## src/rtl/uart_rx_ctrl.sv

```systemverilog
// UART receive control: synchronizes the serial line, qualifies start bits, issues
// mid-bit shift strobes to an external shift register and holds the received word.
module uart_rx_ctrl #(
  parameter int DATA_BITS    = 8,
  parameter int CLKS_PER_BIT = 10
) (
  input  logic                 clk,
  input  logic                 rst,
  input  logic                 serial_in,
  input  logic [DATA_BITS:0]   packet_data,
  output logic                 shift_strobe,
  output logic                 rx_bit,
  output logic [DATA_BITS-1:0] rx_data,
  output logic                 data_ready,
  input  logic                 data_read,
  output logic                 overrun_error,
  output logic                 framing_error
);

  localparam int CNT_W = $clog2(CLKS_PER_BIT);
  localparam int BIT_W = $clog2(DATA_BITS + 2);
  localparam logic [CNT_W-1:0] HALF_CNT = CNT_W'(CLKS_PER_BIT / 2 - 1);
  localparam logic [CNT_W-1:0] WRAP_CNT = CNT_W'(CLKS_PER_BIT - 1);
  localparam logic [BIT_W-1:0] LAST_BIT = BIT_W'(DATA_BITS);

  typedef enum logic [1:0] {IDLE, START, RECV, CHECK} state_e;

  state_e               state_q, state_d;
  logic                 sync1_q, sync1_d;
  logic                 sync2_q, sync2_d;
  logic                 prev_q, prev_d;
  logic [1:0]           sync_valid_q, sync_valid_d;
  logic                 line_armed_q, line_armed_d;
  logic [CNT_W-1:0]     clk_cnt_q, clk_cnt_d;
  logic [BIT_W-1:0]     bit_cnt_q, bit_cnt_d;
  logic [DATA_BITS-1:0] rx_data_q, rx_data_d;
  logic                 data_ready_q, data_ready_d;
  logic                 overrun_q, overrun_d;
  logic                 framing_q, framing_d;
  logic                 start_edge;

  // The synchronizer resets high, so a line held low through reset would look like
  // a falling edge; only arm edge detection once a real high sample has been seen.
  assign start_edge = line_armed_q & prev_q & ~sync2_q;

  always_comb begin
    // NOTE: every variable gets its default first so no path can infer a latch.
    state_d      = state_q;
    sync1_d      = serial_in;
    sync2_d      = sync1_q;
    prev_d       = sync2_q;
    sync_valid_d = {sync_valid_q[0], 1'b1};
    line_armed_d = line_armed_q | (sync_valid_q[1] & sync2_q);
    clk_cnt_d    = clk_cnt_q;
    bit_cnt_d    = bit_cnt_q;
    rx_data_d    = rx_data_q;
    data_ready_d = data_ready_q;
    overrun_d    = overrun_q;
    framing_d    = framing_q;
    shift_strobe = 1'b0;

    if (data_read) begin
      data_ready_d = 1'b0;
      overrun_d    = 1'b0;
    end

    unique case (state_q)
      IDLE: begin
        if (start_edge) begin
          state_d   = START;
          clk_cnt_d = '0;
        end
      end
      START: begin
        if (clk_cnt_q == HALF_CNT) begin
          if (!sync2_q) begin
            state_d   = RECV;
            clk_cnt_d = '0;
            bit_cnt_d = '0;
            framing_d = 1'b0;
          end else begin
            state_d = IDLE;
          end
        end else begin
          clk_cnt_d = clk_cnt_q + CNT_W'(1);
        end
      end
      RECV: begin
        // Strobe is decoded from the wrap so the shift lands on the mid-bit edge.
        if (clk_cnt_q == WRAP_CNT) begin
          clk_cnt_d    = '0;
          shift_strobe = 1'b1;
          bit_cnt_d    = bit_cnt_q + BIT_W'(1);
          if (bit_cnt_q == LAST_BIT) state_d = CHECK;
        end else begin
          clk_cnt_d = clk_cnt_q + CNT_W'(1);
        end
      end
      CHECK: begin
        state_d = IDLE;
        if (packet_data[DATA_BITS]) begin
          rx_data_d    = packet_data[DATA_BITS-1:0];
          data_ready_d = 1'b1;
          overrun_d    = data_ready_q & ~data_read;
        end else begin
          framing_d = 1'b1;
        end
      end
      default: state_d = IDLE;
    endcase
  end

  always_ff @(posedge clk or posedge rst) begin
    if (rst) begin
      sync1_q      <= 1'b1;
      sync2_q      <= 1'b1;
      prev_q       <= 1'b1;
      sync_valid_q <= '0;
      line_armed_q <= 1'b0;
      state_q      <= IDLE;
      clk_cnt_q    <= '0;
      bit_cnt_q    <= '0;
      rx_data_q    <= '0;
      data_ready_q <= 1'b0;
      overrun_q    <= 1'b0;
      framing_q    <= 1'b0;
    end else begin
      // NOTE: non-blocking assignments so every flop samples pre-edge values.
      sync1_q      <= sync1_d;
      sync2_q      <= sync2_d;
      prev_q       <= prev_d;
      sync_valid_q <= sync_valid_d;
      line_armed_q <= line_armed_d;
      state_q      <= state_d;
      clk_cnt_q    <= clk_cnt_d;
      bit_cnt_q    <= bit_cnt_d;
      rx_data_q    <= rx_data_d;
      data_ready_q <= data_ready_d;
      overrun_q    <= overrun_d;
      framing_q    <= framing_d;
    end
  end

  assign rx_bit        = sync2_q;
  assign rx_data       = rx_data_q;
  assign data_ready    = data_ready_q;
  assign overrun_error = overrun_q;
  assign framing_error = framing_q;

endmodule

```

## config.mk

```make
export PLATFORM = sky130hd
export DESIGN_NAME = uart_rx_ctrl
export DESIGN_NICKNAME = d
export VERILOG_FILES = /design/src/rtl/uart_rx_ctrl.sv
export SDC_FILE = /design/constraint.sdc
export NUM_CORES = 1
export LEC_CHECK = 0
export CORE_MARGIN = 3
export CORE_UTILIZATION = 54
export DETAILED_ROUTE_END_ITERATION = 8
export GPL_ROUTABILITY_DRIVEN = 0
export PLACE_DENSITY = 0.83
export SLEW_MARGIN = 25
export SYNTH_ARGS = -nofsm -noshare
export SYNTH_HDL_FRONTEND = slang
export SYNTH_SLANG_ARGS = --single-unit
```

## constraint.sdc

```tcl
create_clock -name clk -period 4.84 [get_ports clk]
set_input_delay 0.968 -clock clk [delete_from_list [all_inputs] [get_ports clk]]
set_output_delay 0.968 -clock clk [all_outputs]
set_load 0.1 [all_outputs]
```

### After elaboration in Yosys (flattened, before gate mapping)

Cells that the tools add are included.

| cells by class | value |
|---|---|
| equal/unequal tests | 13 |
| magnitude comparators | 0 |
| bitwise logic cells | 7 |
| divide/modulo/power cells | 0 |
| add/subtract/negate cells | 2 |
| multiply operators | 0 |
| shifts and indexed selects | 0 |
| reductions and logical operators | 9 |
| multiplexer cells | 26 |

Operators by type and width:

| kind | number |
|---|---|
| two-way mux 4 bit | 6 |
| inequality test 2 bit, second input constant | 6 |
| one-hot mux 4 bit (3 select lines) | 1 |
| AND reduction 4 bit | 3 |
| two-way mux 1 bit | 11 |
| two-way mux 2 bit | 5 |
| adder 4 x 1 -> 4 bit, second input constant | 2 |
| == test 4 bit, second input constant | 2 |
| one-hot mux 2 bit (4 select lines) | 1 |
| one-hot mux 4 bit (2 select lines) | 1 |
| bitwise AND 1 bit | 4 |
| == test 2 bit, second input constant | 2 |
| == test 4 x 3 -> 1 bit, second input constant | 1 |
| nonzero test 2 bit | 2 |
| inequality test 3 bit, second input constant | 1 |
| AND reduction 3 bit | 1 |
| nonzero test 3 bit | 1 |
| == test 2 x 1 -> 1 bit, second input constant | 1 |
| zero test 2 bit | 1 |
| NOT 1 bit | 2 |
| one-hot mux 1 bit (2 select lines) | 1 |
| AND reduction 2 bit | 1 |
| bitwise OR 1 bit | 1 |

| word-level totals | value |
|---|---|
| input bits | 13 |
| bits in writable memories | 0 |
| memories kept | 0 |
| logic and storage cells | 69 |
| flip-flop bits (word level) | 27 |
| ROM bits | 0 |
| output and inout bits | 13 |
| bits in latches | 0 |

### Logic depth before layout (Yosys ltp)

| depth | value |
|---|---|
| depth in word-level cells | 4 |
| mapped depth | 7 |
| mapped depth without buffers | 6 |

### Least setup slack after synthesis

OpenSTA, ideal clock, no wires.

| timing path | value |
|---|---|
| kind | flip-flop to output port |
| start | register state_q[0] |
| end | output port shift_strobe |
| data required time | 3.872 ns |
| slack | 2.163 ns |
| arrival time | 1.709 ns |
| buffers on the path | 1 |
| stages on the path, launching flop included | 5 |
| cell sequence | dfrtp_1 -> inv_1 -> ha_1 -> clkbuf_1 -> and4b_1 |

| between the ends | value |
|---|---|
| cells in the longest elaborated chain, start to end | 2 |

Ends and longest elaborated chain:

| item | RTL line | RTL |
|---|---|---|
| start, declared | 28 | `state_e state_q, state_d;` |
| start signal, assigned | 134 | `state_q <= state_d;` |
| == test 2 bit | 67 | `unique case (state_q)` |
| two-way mux 1 bit | 67 |  |
| end, declared | 11 | `output logic shift_strobe,` |

Every way passes these cells.

### Worst setup path in the final report

Same ends and word-level chain as after synthesis.

==> flow_metrics.env <==
export IMPL_crit_type="reg2out"
export IMPL_place_area_um2=1590
export IMPL_clk_latency_ns=0.32
export IMPL_dieArea_um2=3060
export IMPL_rows=17
export IMPL_layout_drive_gt1_share_pct=12.8
export IMPL_ys_seq_elements=27
export IMPL_ys_seq_area_share_pct=51.8
export IMPL_arrival_ns=2.57
export IMPL_dr_pass1_iters=3
export IMPL_cts_buffers=3
export IMPL_final_core_util_pct=71.8
export IMPL_grt_max_degree=28
export IMPL_status="complete, no violations"
export IMPL_fin_area_um2=1620
export IMPL_ctsResizeCount=0
export IMPL_worstSetupStartpointType="register"
export IMPL_hold_violations=0
export IMPL_setup_viol=0
export IMPL_required_ns=3.87
export IMPL_synth_xor_area_share_pct=0
export IMPL_clock_fmax_mhz=283
export IMPL_vdd_drop_max_mv=0.746
export IMPL_synth_compound_area_share_pct=11.3
export IMPL_postCtsHoldBufs=0
export IMPL_first_global_vias=978
export IMPL_cts_sinks=27
export IMPL_hold_ws_ns=0.363
export IMPL_leakage_nw=0.719
export IMPL_floorplan_io_pins=26
export IMPL_timing_final_ws_setup_ns=1.30
export IMPL_syn_area_per_cell_um2=11.6
export IMPL_synth_top_family_by_area="simple AND/OR/NAND/NOR gates"
export IMPL_synthSimpleGateAreaFrac_pct=15.0
export IMPL_critPathMaxFanout=10
export IMPL_syn_area_um2=1310
export IMPL_nNetsFinal=165
export IMPL_dp_worst_setup_slack_ns=1.65
export IMPL_fin_tns_setup_ns=0
export IMPL_antenna_found_initial=0
export IMPL_instances_no_fill=169
export IMPL_synthMuxAreaShare_pct=9.26
export IMPL_route_detailed_drc=0
export IMPL_htreeDepth=1
export IMPL_multi_input_comb_area_um2=594
export IMPL_finClkSkew_ns=0.00398
export IMPL_grt_use_total_pct=17.5
export IMPL_yosys_warnings=0
export IMPL_drt_initial_drc_count=17
export IMPL_fp_dieW_um=55.3
export IMPL_cts_clk_slew_worst_paths_ns=0.14
export IMPL_period_share_pct=73.1
export IMPL_diodes=0
export IMPL_viasPerCell=5.37
export IMPL_fin_crit_ns=3.54
export IMPL_area_delta_synth_final_pct=23.5
export IMPL_core_um2=2250
export IMPL_dieHeight_um=55.3
export IMPL_slew_violations=0
export IMPL_synth_adder_area_share_pct=9.54
export IMPL_worst_pin_slew_ns=0.992
export IMPL_end_kind="primary output"
export IMPL_slew_headroom_pct=33.7
export IMPL_synth_cell_types=34
export IMPL_syn_inst=113
export IMPL_dp_hpwl_um=1840
export IMPL_wirelength_um=2410
export IMPL_p_total_mw=1.04
export IMPL_io_buffers=25
export IMPL_ant_nets=0
export IMPL_min_path_type="reg2reg"
export IMPL_drv_cap=0
export IMPL_rsz0062_at_grt="false"
export IMPL_vias=908
export IMPL_start_util_pct=58.2
export IMPL_overflow=0
export IMPL_placed_cells=165
export IMPL_num_fill_cells=175
export IMPL_grt_pass1_wl_um=4310
export IMPL_cts_root_buffer="clkbuf_4"
export IMPL_post_cts_setup_buffers=0
export IMPL_wl_per_cell_um=14.3
export IMPL_synth_nets=136
export IMPL_clockBufferDepth=2
export IMPL_r2r_slack_ns=2.98
export IMPL_power_density_nw_per_um2=642
export IMPL_ff_latch_area_um2=679
export IMPL_cts_tree="yes"
## final timing paths
check / start / endpoint / cells past startpoint
worst max-delay path: state_q[0] / shift_strobe / 4
worst min-delay path: sync_valid_q[0] / sync_valid_q[1] / 0
worst max register to register: state_q[0] / clk_cnt_q[0] / 6
worst min register to register: sync_valid_q[0] / sync_valid_q[1] / 0
max in group asynchronous: rst / sync1_q / 2
min in group asynchronous: rst / rx_data[4] / 2
## sequential cells by signal, summed over array words and instances, names as in the netlist, named ones only
register,flops
rx_bit,1
state_q,1
sync1_q,1
overrun_error,1
framing_error,1
bit_cnt_q,4
sync_valid_q,2
rx_data,8
clk_cnt_q,4
line_armed_q,1
data_ready,1
prev_q,1
## critical path: stages (launching register included)
cell,delay [ns]
dfrtp_1,0.45
inv_1,0.13
ha_1,0.32
and4b_1,0.23
clkdlybuf4s50_1,1.13
## logic make-up (layout without fill, tap and decap cells)
family	after synthesis	after routing
other	1	1
and+or+nand+nor	32	32
DFF	27	27
muxes	11	11
AOI/OAI and AO/OA	22	22
buffers and inverters	10	38
adders and majority gates	10	10
## routing by layer
layer  global-route usage [%]  share of wire, %
met5                        0                 0
met4                     6.25               1.0
met3                     2.80               2.1
met2                     31.1                50
met1                     21.2                47
## cell type report
class | count | area share, %
inverters | 9 | 2.09
well taps | 28 | 2.16
flip-flops and latches | 27 | 42.0
clock buffers | 4 | 1.62
repair buffers | 25 | 15.5
multi-input cells | 76 | 36.7
## cell usage after synthesis
| master | number | share of area, % |
|---|---|---|
| inv_1 | 9 | 2.6 |
| nor4bb_1 | 1 | 0.76 |
| and2_1 | 2 | 0.95 |
| nand4bb_1 | 2 | 1.7 |
| dfstp_2 | 3 | 6.0 |
| ha_1 | 10 | 9.5 |
| nand3b_1 | 1 | 0.57 |
| nor2_1 | 2 | 0.57 |
| o21ai_0 | 7 | 2.7 |
| and4b_1 | 1 | 0.76 |
| mux2_2 | 9 | 7.7 |
| mux2i_1 | 2 | 1.5 |
| clkbuf_1 | 1 | 0.29 |
| a2bb2oi_1 | 1 | 0.67 |
| o21bai_1 | 1 | 0.57 |
| a21oi_1 | 3 | 1.1 |
| nand2_1 | 8 | 2.3 |
| nor2b_1 | 3 | 1.4 |
| a31oi_1 | 2 | 0.95 |
| o211a_1 | 1 | 0.76 |
| nand2b_1 | 2 | 0.95 |
| a21o_1 | 1 | 0.57 |
| and4bb_2 | 1 | 0.95 |
| dfrtp_1 | 24 | 46 |
| a22o_1 | 2 | 1.3 |
| or2_2 | 1 | 0.48 |
| nand3_1 | 5 | 1.9 |
| conb_1 | 1 | 0.29 |
| a221o_1 | 1 | 0.76 |
| o31ai_1 | 1 | 0.57 |
| and3b_1 | 1 | 0.67 |
| o41ai_1 | 1 | 0.67 |
| nand4_1 | 2 | 0.95 |
| o211ai_1 | 1 | 0.57 |
## layout by cell type, fill, tap and decap left out
cell             netlist  routed
a221o_1                1       1
a22o_1                 2       2
nand2_1                8       8
dfstp_2                3       3
nand4bb_1              2       2
or2_2                  1       1
a21o_1                 1       1
o31ai_1                1       1
nor2_1                 2       2
a21oi_1                3       3
and4bb_2               1       1
clkbuf_4               0       3
clkbuf_1               1       1
o211a_1                1       1
clkdlybuf4s50_1        0      25
a31oi_1                2       2
and2_1                 2       2
a2bb2oi_1              1       1
o211ai_1               1       1
o21ai_0                7       7
ha_1                  10      10
nand4_1                2       2
nand2b_1               2       2
nor4bb_1               1       1
conb_1                 1       1
inv_1                  9       8
o21bai_1               1       1
mux2_2                 9       9
and3b_1                1       1
dfrtp_1               24      24
nand3b_1               1       1
nand3_1                5       5
inv_2                  0       1
nor2b_1                3       3
mux2i_1                2       2
o41ai_1                1       1
and4b_1                1       1
## report_power, final
| group | internal, mW | switching, mW |
|---|---|---|
| sequential | 0.285 | 0.0409 |
| combinational | 0.179 | 0.440 |
| clock | 0.0322 | 0.0630 |
| total | 0.496 | 0.544 |
No activity file was read; power rests on OpenSTA's default activity.
